$ cat src/rtl/mem_arbiter_pkg.sv
// Shared constants for the instruction/data memory arbiter: widths, RV32I
// load/store funct3 codes and the grant-owner state encoding.
package mem_arbiter_pkg;

  localparam int ADDR_W   = 8;
  localparam int DATA_W   = 32;
  localparam int FUNCT3_W = 3;

  localparam logic [FUNCT3_W-1:0] F3_LB  = 3'b000;
  localparam logic [FUNCT3_W-1:0] F3_LH  = 3'b001;
  localparam logic [FUNCT3_W-1:0] F3_LW  = 3'b010;
  localparam logic [FUNCT3_W-1:0] F3_LBU = 3'b100;
  localparam logic [FUNCT3_W-1:0] F3_LHU = 3'b101;
  localparam logic [FUNCT3_W-1:0] F3_SB  = 3'b000;
  localparam logic [FUNCT3_W-1:0] F3_SH  = 3'b001;
  localparam logic [FUNCT3_W-1:0] F3_SW  = 3'b010;

  typedef enum logic [1:0] {
    ST_IDLE  = 2'd0,
    ST_DATA  = 2'd1,
    ST_FETCH = 2'd2
  } arb_state_t;

endpackage

$ cat src/rtl/mem_align_check.sv
// Combinational legality check for a data access: funct3 validity per
// direction plus natural alignment of half and word accesses.
module mem_align_check
  import mem_arbiter_pkg::*;
(
  input  logic                we,
  input  logic [FUNCT3_W-1:0] funct3,
  input  logic [1:0]          addr_lo,
  output logic                illegal
);

  always_comb begin
    illegal = 1'b0;
    if (we) begin
      case (funct3)
        F3_SB:   illegal = 1'b0;
        F3_SH:   illegal = addr_lo[0];
        F3_SW:   illegal = |addr_lo;
        default: illegal = 1'b1;
      endcase
    end else begin
      case (funct3)
        F3_LB, F3_LBU: illegal = 1'b0;
        F3_LH, F3_LHU: illegal = addr_lo[0];
        F3_LW:         illegal = |addr_lo;
        default:       illegal = 1'b1;
      endcase
    end
  end

endmodule

$ cat src/rtl/mem_arbiter.sv
// Arbitrates a single-port memory between instruction fetch and data access;
// data wins contention until it has starved fetch for STARVE_LIM grants.
module mem_arbiter
  import mem_arbiter_pkg::*;
#(
  parameter int STARVE_LIM = 2
) (
  input  logic                clk,
  input  logic                rst_n,
  input  logic                if_req,
  input  logic [ADDR_W-1:0]   if_addr,
  output logic                if_gnt,
  output logic                if_rvalid,
  output logic [DATA_W-1:0]   if_rdata,
  input  logic                d_req,
  input  logic                d_we,
  input  logic [FUNCT3_W-1:0] d_funct3,
  input  logic [ADDR_W-1:0]   d_addr,
  input  logic [DATA_W-1:0]   d_wdata,
  output logic                d_gnt,
  output logic                d_rvalid,
  output logic [DATA_W-1:0]   d_rdata,
  output logic                d_err,
  output logic                MemRead,
  output logic                MemWrite,
  output logic [FUNCT3_W-1:0] funct3,
  output logic [ADDR_W-1:0]   addr,
  output logic [DATA_W-1:0]   data_in,
  input  logic [DATA_W-1:0]   data_out
);

  localparam int STREAK_W = (STARVE_LIM < 1) ? 1 : $clog2(STARVE_LIM + 1);
  localparam logic [STREAK_W-1:0] LIM = STREAK_W'(STARVE_LIM);

  arb_state_t          state, state_nxt;
  logic [STREAK_W-1:0] streak, streak_nxt;
  logic                d_illegal;

  mem_align_check u_align (
    .we      (d_we),
    .funct3  (d_funct3),
    .addr_lo (d_addr[1:0]),
    .illegal (d_illegal)
  );

  // Grant decision is gated by rst_n so nothing reaches memory during reset
  always_comb begin
    if_gnt = 1'b0;
    d_gnt  = 1'b0;
    if (rst_n) begin
      if (if_req && d_req) begin
        if (streak == LIM) if_gnt = 1'b1;
        else               d_gnt  = 1'b1;
      end else if (if_req) begin
        if_gnt = 1'b1;
      end else if (d_req) begin
        d_gnt = 1'b1;
      end
    end
  end

  always_comb begin
    state_nxt = ST_IDLE;
    if (if_gnt)     state_nxt = ST_FETCH;
    else if (d_gnt) state_nxt = ST_DATA;

    streak_nxt = streak;
    if (!if_req || if_gnt)          streak_nxt = '0;
    else if (d_gnt && streak != LIM) streak_nxt = streak + STREAK_W'(1);
  end

  // Illegal data accesses still present addr/funct3 but never strobe memory
  always_comb begin
    MemRead  = 1'b0;
    MemWrite = 1'b0;
    funct3   = '0;
    addr     = '0;
    data_in  = '0;
    if (if_gnt) begin
      funct3 = F3_LW;
      addr   = if_addr;
    end else if (d_gnt) begin
      funct3 = d_funct3;
      addr   = d_addr;
      if (!d_illegal) begin
        MemRead  = !d_we;
        MemWrite = d_we;
        if (d_we) data_in = d_wdata;
      end
    end
  end

  assign if_rvalid = (state == ST_FETCH);
  assign d_rvalid  = (state == ST_DATA);

  // Response stage: capture memory read data at the grant edge
  always_ff @(posedge clk or negedge rst_n) begin
    if (!rst_n) begin
      state    <= ST_IDLE;
      streak   <= '0;
      d_err    <= 1'b0;
      if_rdata <= '0;
      d_rdata  <= '0;
    end else begin
      state  <= state_nxt;
      streak <= streak_nxt;
      d_err  <= d_gnt && d_illegal;
      if (if_gnt) if_rdata <= data_out;
      if (d_gnt)  d_rdata  <= (d_illegal || d_we) ? '0 : data_out;
    end
  end

endmodule

$ cat config.mk
export PLATFORM = sky130hd
export DESIGN_NAME = mem_arbiter
export DESIGN_NICKNAME = d
export VERILOG_FILES = /design/src/rtl/mem_arbiter_pkg.sv /design/src/rtl/mem_align_check.sv /design/src/rtl/mem_arbiter.sv
export SDC_FILE = /design/constraint.sdc
export NUM_CORES = 1
export LEC_CHECK = 0
export CORE_MARGIN = 1
export CORE_UTILIZATION = 40
export CTS_CLUSTER_DIAMETER = 150
export DETAILED_ROUTE_END_ITERATION = 12
export GPL_TIMING_DRIVEN = 0
export HOLD_SLACK_MARGIN = 0.03
export PLACE_DENSITY = 0.9
export SYNTH_ARGS = -nofsm -noshare
export SYNTH_HDL_FRONTEND = slang
export SYNTH_SLANG_ARGS = --single-unit
$ cat constraint.sdc
create_clock -name clk -period 5.2 [get_ports clk]
set_input_delay 0.52 -clock clk [delete_from_list [all_inputs] [get_ports clk]]
set_output_delay 0.52 -clock clk [all_outputs]
set_load 0.02 [all_outputs]
==> flow_summary_export.csv <==
group,metric,value,unit
setup_path,cp-end-kind,"output port",
placement,dp_cells,564,
synth,syn_nets,350,
placement,gp_congestion,0.868,
sta,rsz0062_at_grt,"no",
setup_path,max_stage_delay,0.66,ns
synth,ys_warn_count,0,
sta,setup_viol,0,
floorplanning,die_h,91.8,µm
cts,ctsRootBufferMaster,"clkbuf_8",
cts,cts_tree,"done",
synth,synth_top_area_cell,"dfrtp_1",
pwr,leakagePower,2.38,nW
setup_path,crit_family,"buffers and inverters",
pwr,switching_share,27.8,%
pwr,comb_power_share,29.6,%
setup_path,r2r_start,"streak[0]$_DFFE_PN0P_",
setup_path,critical_path_class,"in2out",
sta,final-max-slew-violation-count,0,
synth,yosys.area_share.xor_xnor,0,%
synth,synth_edf_count,0,
setup_path,worstPathCellList,"buf_4 > and2_1 > buf_2 > nand3_1 > clkbuf_1 > nor3b_1 > clkdlybuf4s50_1",
sta,post-route-period-util,70.6,%
floorplanning,start_util,41.5,%
global_routing,grt_pass1_vias,3161,
synth,synthTopCellsByArea,"dfrtp_1 (54%), mux2_2 (11%), nor3b_1 (7.9%), a22o_1 (7.1%), and3_1 (6.8%)",
cts,ctsResizeCount,0,
synth,synth_top_family_by_area,"simple AND/OR/NAND/NOR gates",
floorplanning,die_x,91.8,µm
synth,ys_async_sr_fraction,100,%
sta,min_period,3.67,ns
cts,cts_hold_buf,0,
cts,post-cts-setup-buffer-count,0,
cells_and_area,fin_cells,580,
setup_path,cp.arrival,3.15,ns
route,vias_per_cell,5.20,
cells_and_area,areaGrowthSynthToFinish,73.2,%
pwr,switchingPower,0.448,mW
synth,synthMuxAreaShare,11.2,%
global_routing,overflow,0,
floorplanning,rows,32,
cts,cts_buffers,9,
route,drt_iter0_drc,102,
cts,h-tree-depth,3,
cells_and_area,drive_gt1_share,14.9,%
synth,ys_types,25,
route,ant_nets,0,
cells_and_area,fin_nets,562,
synth,avgSynthCellArea,12.4,µm²
pwr,pwr-share-clk,30.4,%
sta,fin_hold_ws,0.302,ns
pwr,power.density,288,mW/mm²
global_routing,grt_max_degree,76,
synth,synth_compound_area_share,13.8,%
global_routing,grt_antenna_before_repair,0,
cells_and_area,post-route-util,72.0,%
synth,synth_seq_area_share,53.5,%
placement,hpwl,7.62,mm
synth,synthSimpleGateAreaFrac,17.0,%
setup_path,critPathLaunch,"rst_n",
sta,tightest_slew,0.882,ns
cts,clk_pin_slew_worst_paths,0.07,ns
synth,synth.most_common_cell,"dfrtp_1",
pwr,power_frac_seq,40.0,%
synth,syn_area,0.00323,mm²
setup_path,crit_buf_inv,4,
sta,relSlewSlack,41.2,%
synth,synth_top_area_share,53.5,%
synth,syn_inst,261,
cts,cts_buffer_depth,2,
route,vias,3014,
floorplanning,dieArea,0.00843,mm²
global_routing,grt_pass1_wl,15.3,mm
synth,synth_common_cells,"dfrtp_1 (69), and3_1 (35), nor3b_1 (34), mux2_2 (32), a22o_1 (26)",
status,outcome,"complete, no violations",
synth,synthFlopType,"dfrtp_1",
setup_path,worstSetupStartpointType,"input pin",
setup_path,crit_path_top_delay_cell,"clkdlybuf4s50_1",
hold_path,worstHoldPathType,"in2async",
synth,synth_fa_ha_area_share,0.388,%
floorplanning,io_pins,202,
route,wire_per_inst,17.0,µm
route,totalWireLength,9.85,mm
placement,io_buffers,201,
cells_and_area,antenna_cells,0,
pwr,p_int,1.16,mW
route,firstDrtPassIters,4,
setup_path,path_max_fanout,75,
global_routing,grt_use_total,23.6,%
route,route.detailed.drc,0,
sta,hold_viol,0,
pwr,max-vdd-ir-drop,141,µV
setup_path,worstPathRequired,4.68,ns
synth,synth-seq-cells,69,
cts,clock-sinks,69,
job,drv_cap,0,
sta,fmax,272,MHz
sta,fin_skew,0.00807,ns
floorplanning,coreArea,0.00777,mm²
cts,clock_latency,0.34,ns
## flip-flops by register name (all words and copies together), names as in the netlist
signal and count:
if_rdata 32, d_err 1, streak 2, d_rdata 32, state 2
## cells in the final DEF, fill, tap and decap left out, drive strengths merged, types with 2 or more instances in the layout
| cell type | Yosys | layout |
|---|---|---|
| clkbuf | 16 | 29 |
| dfrtp | 69 | 69 |
| nor3b | 34 | 34 |
| a21o | 2 | 2 |
| nor2 | 2 | 2 |
| nand2 | 2 | 2 |
| inv | 3 | 3 |
| and2 | 2 | 2 |
| buf | 9 | 10 |
| o21a | 3 | 3 |
| clkdlybuf4s50 | 0 | 200 |
| and3 | 35 | 35 |
| mux2 | 32 | 32 |
| a22o | 40 | 40 |
| bufinv | 0 | 2 |
| nor2b | 4 | 4 |
## worst register-to-register path, delay by kind of cell (launching register included)
family                   cells  cell delay, ns
flip-flops                   1            0.38
multiplexers                 1            0.39
buffers and inverters        3            0.69
AND/OR/NAND/NOR              2            0.31
adder cells (fa/ha/maj)      1            0.17
## final cells by class
cell class | count | area, µm²
Fill cell | 563 | 2180
Timing Repair Buffer | 201 | 2010
Sequential cell | 69 | 1730
Multi-Input combinational cell | 164 | 1370
Clock buffer | 13 | 159
Tap cell | 102 | 128
Buffer | 25 | 123
Clock inverter | 3 | 67.6
Inverter | 3 | 11.3
## path summary, 6_finish.rpt
check,depth (start not counted),slack [ns],to
worst min register to register,1,0.51,d_rdata[5]$_DFFE_PN0N_
worst max register to register,7,3.15,if_rdata[12]$_DFFE_PN0N_
max in group asynchronous,1,4.32,if_rdata[25]$_DFFE_PN0N_
min in group clk,1,0.51,d_rdata[5]$_DFFE_PN0N_
worst max-delay path,7,1.53,data_in[22]
worst min-delay path,1,0.30,if_rdata[13]$_DFFE_PN0N_
## power groups by stage
stage                     clock (mW)  combinational (mW)  sequential [mW]
after floorplan                    0               0.125            0.734
after global placement             0               0.469            0.648
after detailed placement           0               0.480            0.654
after CTS                      0.497               0.482            0.644
after global routing           0.523               0.502            0.652
final                          0.490               0.478            0.644
## metrics by stage
stage / area (µm²) / power [mW] / setup TNS, ns / setup WS, ns
after floorplan: 3230 / 0.860 / 0 / 2.91
after global placement: 5370 / 1.12 / -22.66 / -0.690
after detailed placement: 5360 / 1.13 / 0 / 1.44
after CTS: 5590 / 1.62 / 0 / 1.43
after global routing: 5590 / 1.68 / 0 / 1.23
final: 5590 / 1.61 / 0 / 1.53
## routing by layer
layer / part of all wire (%) / vias up / global-route usage [%]
met1: 38 / 1445 / 26.0
met3: 6.0 / 20 / 3.90
met4: 3.0 / 0 / 11.3
met2: 53 / 156 / 43.7
li1: - / 1393 / -
met5: 0 / - / 0
## logic make-up (layout without fill, tap and decap cells)
logic type,count (synthesis),count (layout)
fa+ha+maj,1,1
compound gates,49,49
buf+inv,28,245
mux,32,32
simple gates,82,82
flops,69,69
Power figures use the tool's default switching activity.
